==> config.mk <==
export PLATFORM = sky130hd
export DESIGN_NAME = bpred_bht_ctrl
export DESIGN_NICKNAME = d
export VERILOG_FILES = /design/src/rtl/bpred_pkg.sv /design/src/rtl/bht_ctr_table.sv /design/src/rtl/bpred_bht_ctrl.sv
export SDC_FILE = /design/constraint.sdc
export NUM_CORES = 1
export LEC_CHECK = 0
export ABC_CLOCK_PERIOD_IN_PS = 10400
export BUFFER_PORTS_ARGS = -buffer_cell sky130_fd_sc_hd__buf_2
export CAP_MARGIN = 30
export CORE_UTILIZATION = 60
export CTS_CLUSTER_DIAMETER = 200
export DETAILED_ROUTE_END_ITERATION = 6
export HOLD_SLACK_MARGIN = 0.03
export PLACE_DENSITY = 0.89
export SLEW_MARGIN = 20
export SYNTH_ARGS = -nofsm -noshare
export SYNTH_HDL_FRONTEND = slang
export SYNTH_HIERARCHICAL = 1
export SYNTH_SLANG_ARGS = --single-unit
==> constraint.sdc <==
create_clock -name clk -period 10.4 [get_ports clk]
set_input_delay 2.08 -clock clk [delete_from_list [all_inputs] [get_ports clk]]
set_output_delay 2.08 -clock clk [all_outputs]
set_load 0.01 [all_outputs]
==> src/rtl/bpred_pkg.sv <==
// rtl/bpred_pkg.sv - shared types and helpers for the BHT branch predictor
// Contents: bht_ctr_t 2-bit counter type and its constants, bht_state_t
// controller states, ctr_next() saturating counter update.
package bpred_pkg;

    typedef logic [1:0] bht_ctr_t;

    localparam bht_ctr_t CTR_SNT = 2'b00;
    localparam bht_ctr_t CTR_WNT = 2'b01;
    localparam bht_ctr_t CTR_WT  = 2'b10;
    localparam bht_ctr_t CTR_ST  = 2'b11;

    typedef enum logic {
        BHT_INIT = 1'b0,
        BHT_RUN  = 1'b1
    } bht_state_t;

    function automatic bht_ctr_t ctr_next(input bht_ctr_t ctr, input logic taken);
        if (taken) begin
            return (ctr == CTR_ST) ? CTR_ST : bht_ctr_t'(ctr + 2'd1);
        end
        return (ctr == CTR_SNT) ? CTR_SNT : bht_ctr_t'(ctr - 2'd1);
    endfunction

endpackage

==> src/rtl/bht_ctr_table.sv <==
// rtl/bht_ctr_table.sv - 2-bit counter register array, one async read, one write
// Ports: clk; we/waddr/wdata synchronous write; raddr/rdata combinational read.
// No reset: contents are defined by the parent's initialisation sweep.
module bht_ctr_table
    import bpred_pkg::*;
#(
    parameter int IDX_BITS = 6
) (
    input  logic                clk,
    input  logic                we,
    input  logic [IDX_BITS-1:0] waddr,
    input  bht_ctr_t            wdata,
    input  logic [IDX_BITS-1:0] raddr,
    output bht_ctr_t            rdata
);

    bht_ctr_t mem [2**IDX_BITS];

    always_ff @(posedge clk) begin
        if (we) begin
            mem[waddr] <= wdata;
        end
    end

    assign rdata = mem[raddr];

endmodule

==> src/rtl/bpred_bht_ctrl.sv <==
// rtl/bpred_bht_ctrl.sv - 2-bit saturating-counter branch history table controller
// Ports: clk, reset (async, active-high), flush_tbl, ready;
//   fetch lookup: cur_pc, cur_is_branch, cur_target -> pred_pc, pred_taken;
//   execute update: upd_valid, upd_pc, upd_taken, upd_mispred; miss_cnt.
// Build option: BPRED_BHT_BYPASS_EN forwards a same-cycle same-index update
// into the lookup; otherwise the lookup reads the registered table.
module bpred_bht_ctrl
    import bpred_pkg::*;
#(
    parameter int       IDX_BITS = 6,
    parameter bht_ctr_t INIT_CTR = CTR_WNT
) (
    input  logic        clk,
    input  logic        reset,
    input  logic        flush_tbl,
    output logic        ready,
    input  logic [31:0] cur_pc,
    input  logic        cur_is_branch,
    input  logic [31:0] cur_target,
    output logic [31:0] pred_pc,
    output logic        pred_taken,
    input  logic        upd_valid,
    input  logic [31:0] upd_pc,
    input  logic        upd_taken,
    input  logic        upd_mispred,
    output logic [31:0] miss_cnt
);

    bht_state_t          state;
    logic [IDX_BITS-1:0] init_idx;
    logic                ready_q;
    logic [31:0]         miss_q;

    logic [IDX_BITS-1:0] lk_idx;
    logic [IDX_BITS-1:0] up_idx;
    bht_ctr_t            lk_ctr_raw;
    bht_ctr_t            lk_ctr;
    bht_ctr_t            up_ctr_old;
    bht_ctr_t            up_ctr_new;
    logic                upd_fire;
    logic                tbl_we;
    logic [IDX_BITS-1:0] tbl_waddr;
    bht_ctr_t            tbl_wdata;

    // PC alignment bits and bits above the index never affect the table.
    logic unused_upd_bits;
    assign unused_upd_bits = ^{upd_pc[31:IDX_BITS+2], upd_pc[1:0]};

    assign lk_idx = cur_pc[IDX_BITS+1:2];
    assign up_idx = upd_pc[IDX_BITS+1:2];

    // A flush in the same cycle wins over an update.
    assign upd_fire   = (state == BHT_RUN) && upd_valid && !flush_tbl;
    assign up_ctr_new = ctr_next(up_ctr_old, upd_taken);

    // The sweep pauses on a flush cycle; the next cycle starts again at 0.
    always_comb begin
        tbl_we    = 1'b0;
        tbl_waddr = up_idx;
        tbl_wdata = up_ctr_new;
        if (state == BHT_INIT) begin
            tbl_we    = !flush_tbl;
            tbl_waddr = init_idx;
            tbl_wdata = INIT_CTR;
        end else if (upd_fire) begin
            tbl_we = 1'b1;
        end
    end

    // Two identical copies written together, so lookup and update each get
    // their own single read port.
    bht_ctr_table #(.IDX_BITS(IDX_BITS)) u_tbl_lookup (
        .clk   (clk),
        .we    (tbl_we),
        .waddr (tbl_waddr),
        .wdata (tbl_wdata),
        .raddr (lk_idx),
        .rdata (lk_ctr_raw)
    );

    bht_ctr_table #(.IDX_BITS(IDX_BITS)) u_tbl_update (
        .clk   (clk),
        .we    (tbl_we),
        .waddr (tbl_waddr),
        .wdata (tbl_wdata),
        .raddr (up_idx),
        .rdata (up_ctr_old)
    );

`ifdef BPRED_BHT_BYPASS_EN
    assign lk_ctr = (upd_fire && (up_idx == lk_idx)) ? up_ctr_new : lk_ctr_raw;
`else
    assign lk_ctr = lk_ctr_raw;
`endif

    always_ff @(posedge clk or posedge reset) begin
        if (reset) begin
            state    <= BHT_INIT;
            init_idx <= '0;
            ready_q  <= 1'b0;
            miss_q   <= '0;
        end else begin
            case (state)
                BHT_INIT: begin
                    if (flush_tbl) begin
                        init_idx <= '0;
                    end else if (init_idx == {IDX_BITS{1'b1}}) begin
                        state    <= BHT_RUN;
                        ready_q  <= 1'b1;
                        init_idx <= '0;
                    end else begin
                        init_idx <= init_idx + 1'b1;
                    end
                end
                BHT_RUN: begin
                    if (flush_tbl) begin
                        state    <= BHT_INIT;
                        ready_q  <= 1'b0;
                        init_idx <= '0;
                    end else if (upd_valid && upd_mispred && (miss_q != 32'hFFFF_FFFF)) begin
                        miss_q <= miss_q + 32'd1;
                    end
                end
                default: begin
                    state    <= BHT_INIT;
                    ready_q  <= 1'b0;
                    init_idx <= '0;
                end
            endcase
        end
    end

    assign ready      = ready_q;
    assign miss_cnt   = miss_q;
    assign pred_taken = ready_q & cur_is_branch & lk_ctr[1];
    assign pred_pc    = pred_taken ? cur_target : (cur_pc + 32'd4);

endmodule

; ---- Yosys cells after proc, flatten, opt, wreduce, memory -nomap -nowiden
; Memory sizes are Yosys's and may differ from the RTL's.
; Index checks and enable logic that the tools add are counted.
[totals]
register_bits = 40
latchBits = 0
ram_bits = 256
romBits = 0
input_bits = 103
output_inout_bits = 66
word_cells = 53
n_memories = 2
[op_classes]
addsub = 5
n_mul = 0
div_mod_pow = 0
magnitude_cmp = 0
n_eq_ne = 6
n_shift = 0
mux = 24
n_bitwise = 4
n_reduce_logical = 8
[memory_table]
columns = name, words, width, rd, rd_ports_with_merged_regs, wr, line
row1 = u_tbl_lookup.mem, 64, 2, 1, 0, 1, bht_ctr_table.sv:17  ; bht_ctr_t mem [2**IDX_BITS];
row2 = u_tbl_update.mem, 64, 2, 1, 0, 1, bht_ctr_table.sv:17
[ops]
columns = cell, n
row1 = $add 32x1->32 const B, 1
row2 = $add 32x3->32 const B, 1
row3 = $mux 32, 1
row4 = $ne 32x32->1 const B, 1
row5 = $mux 6, 4
row6 = $pmux 6 s2, 1
row7 = $mux 1, 11
row8 = $mux 2, 5
row9 = $add 6x1->6 const B, 1
row10 = $eq 6x6->1 const B, 1
row11 = $reduce_and 3->1, 2
row12 = $logic_and 1x1->1, 4
row13 = $ne 2x2->1 const B, 2
row14 = $pmux 1 s2, 2
row15 = $add 2x1->2 const B, 1
row16 = $and 1x1->1, 2
row17 = $eq 2x2->1 const B, 1
row18 = $logic_not 2->1, 1
row19 = $ne 2x1->1 const B, 1
row20 = $not 1->1, 2
row21 = $sub 2x1->2 const B, 1
row22 = $logic_not 1->1, 1

; ---- Depth between registers and ports, before layout
[depth]
ltp_word = 6
ltp_mapped = 12
depth_no_buf = 8

; ---- Modules after synthesis
; Netlist, hierarchy kept.
[modules_own_cells]
columns = mod, n_inst, cells_per_inst, area_each_um2, seq_area_each_um2
row1 = bht_ctr_table, 2, 322, 5357.6, 3843.7
row2 = bpred_bht_ctrl, 1, 365, 2949.1, 1001.0

; ---- Least setup slack after synthesis
; No wires, ideal clock.
[synth_path]
path_kind = input-to-reg
startpoint = input upd_pc[2]
endpoint = memory u_tbl_lookup/mem[0][1] (netlist name), data pin
t_arrival_ps = 8625
required_time_ps = 9160
path_slack_ps = 534
cell_stages = 9
path_cell_list = buf_6 -> buf_6 -> mux4_2 -> nand3b_1 -> a41oi_1 -> a311oi_1 -> a311oi_1 -> nand2_1 -> a21boi_0
[synth_between]
elab_chain_cells = 6
elab_cells_between_ends = 10
[synth_lines]
columns = element, line
row1 = start: declaration, bpred_bht_ctrl.sv:23  ; input logic [31:0] upd_pc,
row2 = $mem_v2 64x2 *, n/a
row3 = named net up_ctr_old[1], bpred_bht_ctrl.sv:38  ; bht_ctr_t up_ctr_old;
row4 = $add 2x1->2 or $eq 2x2->1 (tied branches), bpred_pkg.sv:20  ; return (ctr == CTR_ST) ? CTR_ST : bht_ctr_t'(ctr + 2'd1);
row5 = $mux 2, bpred_pkg.sv:20
row6 = $mux 2, bpred_pkg.sv:19  ; if (taken) begin
row7 = $mux 2 *, bpred_pkg.sv:22  ; return (ctr == CTR_SNT) ? CTR_SNT : bht_ctr_t'(ctr - 2'd1);
row8 = $mux 2 *, bpred_bht_ctrl.sv:61  ; if (state == BHT_INIT) begin
row9 = named net tbl_wdata[1], bpred_bht_ctrl.sv:43  ; bht_ctr_t tbl_wdata;
row10 = end: declaration, bht_ctr_table.sv:17
; The timed path passes the listed nets; every way through them passes the cells marked *. The select of a mux whose other input is x is not followed.

; ---- Worst setup path after layout
[layout_path]
startpoint = input cur_pc[2]
endpoint = output pred_pc[0]
[layout_between]
elab_chain_cells = 3
[layout_lines]
columns = element, line
row1 = start: declaration, bpred_bht_ctrl.sv:17  ; input logic [31:0] cur_pc,
row2 = $mem_v2 64x2, n/a
row3 = named net lk_ctr[1], bpred_bht_ctrl.sv:37  ; bht_ctr_t lk_ctr;
row4 = $and 1x1->1, bpred_bht_ctrl.sv:135  ; assign pred_taken = ready_q & cur_is_branch & lk_ctr[1];
row5 = $mux 32, bpred_bht_ctrl.sv:136  ; assign pred_pc = pred_taken ? cur_target : (cur_pc + 32'd4);
row6 = end: declaration, bpred_bht_ctrl.sv:20  ; output logic [31:0] pred_pc,
; The timed path passes the listed nets, and every way through them passes these cells.

==> flow_summary.yaml <==
status:
  status: "complete, but fails checks"
  violations: "design-rule violations"
floorplanning:
  die_height_um: 139
  initial_core_util: 0.619
  rows: 49
  ios: 169
  fp.dieArea_sq_um: 19300
  die_w_um: 139
  design.core.area_sq_um: 18200
clocking:
  clockBufferDepth: 3
  cts_made_buffers: 24
  worstSkewPairLatency_ns: 0.54
  cts-hold-fix-buffers: 0
  ctsResizeCount: 0
  clk_pin_slew_worst_paths_ns: 0.06
  clkSinkCount: 232
  clock-root-buffer: "clkbuf_16"
  cts_tree: "yes"
  cts_setup_buffers: 0
  htree_levels: 1
finish:
  antenna_cells: 0
  drive_gt1_frac: 0.235
  syn_to_final_growth_pct: 14.3
  nNetsFinal: 1146
  filler_cell_count: 1204
  seq_area_sq_um: 6770
  multi_input_area_sq_um: 4220
timing:
  fin_setup_tns_ns: 0
  final.setup.worst_slack_ns: 3.37
  finalSetupViolations: 0
  skew_ns: 0.0365
  rsz0062_at_grt: "false"
  final_hold_viol_count: 0
  min_period_ns: 7.03
  worst_pin_slew_ns: 0.802
  whs_ns: 0.492
  slew_violations: 0
  period_share: 0.676
  slew_headroom: 0.466
  max_freq_ghz: 0.142
pwr:
  power_frac_clock: 0.427
  p_sw_mw: 0.429
  combPwrFrac: 0.063
  switching_share: 0.219
  finalPower_mw: 1.96
  p_leak_nw: 4.83
  ir_drop_uv: 144
  p_per_area_nw_per_um2: 152
  p_int_mw: 1.53
  seqPwrFrac: 0.510
worst_setup_path:
  crit_path_end_kind: "output port"
  crit_path_start_kind: "input pin"
  crit_arrival_ns: 4.95
  timing_worst_setup_path_type: "input pin to output port"
  path_max_fanout: 61
  critPathRequiredTime_ns: 8.32
global_route:
  grt_use_total: 0.272
  grt_overflow_total: 0
  grt_start_max_net_pins: 129
  grt_pass1_vias: 7745
  antenna_found_initial: 0
  grt_pass1_wl_mm: 40.5
place:
  port_buffers: 142
  place_congestion: 0.880
  dp_slack_ns: 3.35
  place.detailed.hpwl_mm: 16.6
synthesis:
  synth_area_sq_um: 11300
  synth_warnings: 6
  synth_cells: 912
  avgSynthCellArea_sq_um: 12.4
  synth_nets: 1018
job:
  cap_violations: 0
detailed_routing:
  drt_iter0_markers: 859
  drc: 26
  route.antenna.remaining_nets: 0
  vias: 8070
  wirelength_mm: 25.9
  drt-vias-per-instance: 6.27
  wl_per_cell_um: 20.1
  drtPass1Iterations: 7
worst_hold_path:
  worstHoldPathType: "register to register"
[per-layer routing]
layer	global-route usage	wire length, um	vias to the layer above
li1	-	-	3621
met1	0.317	9280	3926
met2	0.487	13200	442
met3	0.0473	2220	81
met4	0.135	1190	0
met5	0	0	-
[through the flow]
stage               std cells   util  instance area (sq um)
floorplan                 912      -                  11300
global placement         1241  0.664                  12100
detailed placement       1242  0.664                  12100
CTS                      1286  0.707                  12900
global route             1287  0.708                  12900
finish                   1287  0.708                  12900
[final cells by class]
| type | instances | area share |
|---|---|---|
| sequential | 232 | 0.525 |
| multi-input combinational | 616 | 0.328 |
| timing repair buffer | 150 | 0.0597 |
| clock buffer | 31 | 0.0494 |
| tap | 229 | 0.0222 |
| clock inverter | 13 | 0.0111 |
| inverter | 16 | 0.00466 |
[power by group through the flow]
stage | clock, mW | combinational (mW) | sequential, mW
2_1_floorplan | 0 | 0.0759 | 1.02
3_3_place_gp | 0 | 0.118 | 1.02
3_5_place_dp | 0 | 0.121 | 1.02
4_1_cts | 0.848 | 0.123 | 1.00
5_1_grt | 0.884 | 0.134 | 0.999
6_report | 0.838 | 0.124 | 1.00
[final timing paths]
path,end,slack [ns],depth (start not counted),start
hold reg to reg,miss_cnt[31],0.49,1,miss_cnt[31]
setup reg to reg,u_tbl_update/mem[7][1],7.19,8,u_tbl_update/mem[6][1]
setup / recovery,pred_pc[0],3.37,10,cur_pc[2]
min in group asynchronous,miss_cnt[30],1.65,3,reset
hold / removal,miss_cnt[31],0.49,1,miss_cnt[31]
max in group asynchronous,miss_cnt[29],8.40,3,reset
[critical path, cell delays in order]
cell and delay [ns]:
buf_2 0.56, mux4_2 0.58, nand3b_1 0.12, a41oi_1 0.13
a311oi_1 0.32, a311oi_1 0.07, and3_2 0.23, buf_4 0.27
mux2_2 0.40, buf_2 0.16
[flip-flops by register name, indices dropped and copies added (netlist names)]
signal,count
init_idx,6
miss_cnt,32
ready,1
state,1
u_tbl_lookup/mem,64
u_tbl_update/mem,128
[layout by cell type, fill, tap and decap left out, drive strengths merged, types with 31 or more instances in the layout]
| cell | instances |
|---|---|
| nand2 | 77 |
| edfxtp | 192 |
| buf | 150 |
| dfrtp | 40 |
| clkbuf | 31 |
| xor2 | 37 |
| mux4 | 42 |
| o21ai | 38 |
| nand3 | 45 |
| nor2 | 170 |
(Power assumes the default switching activity.)
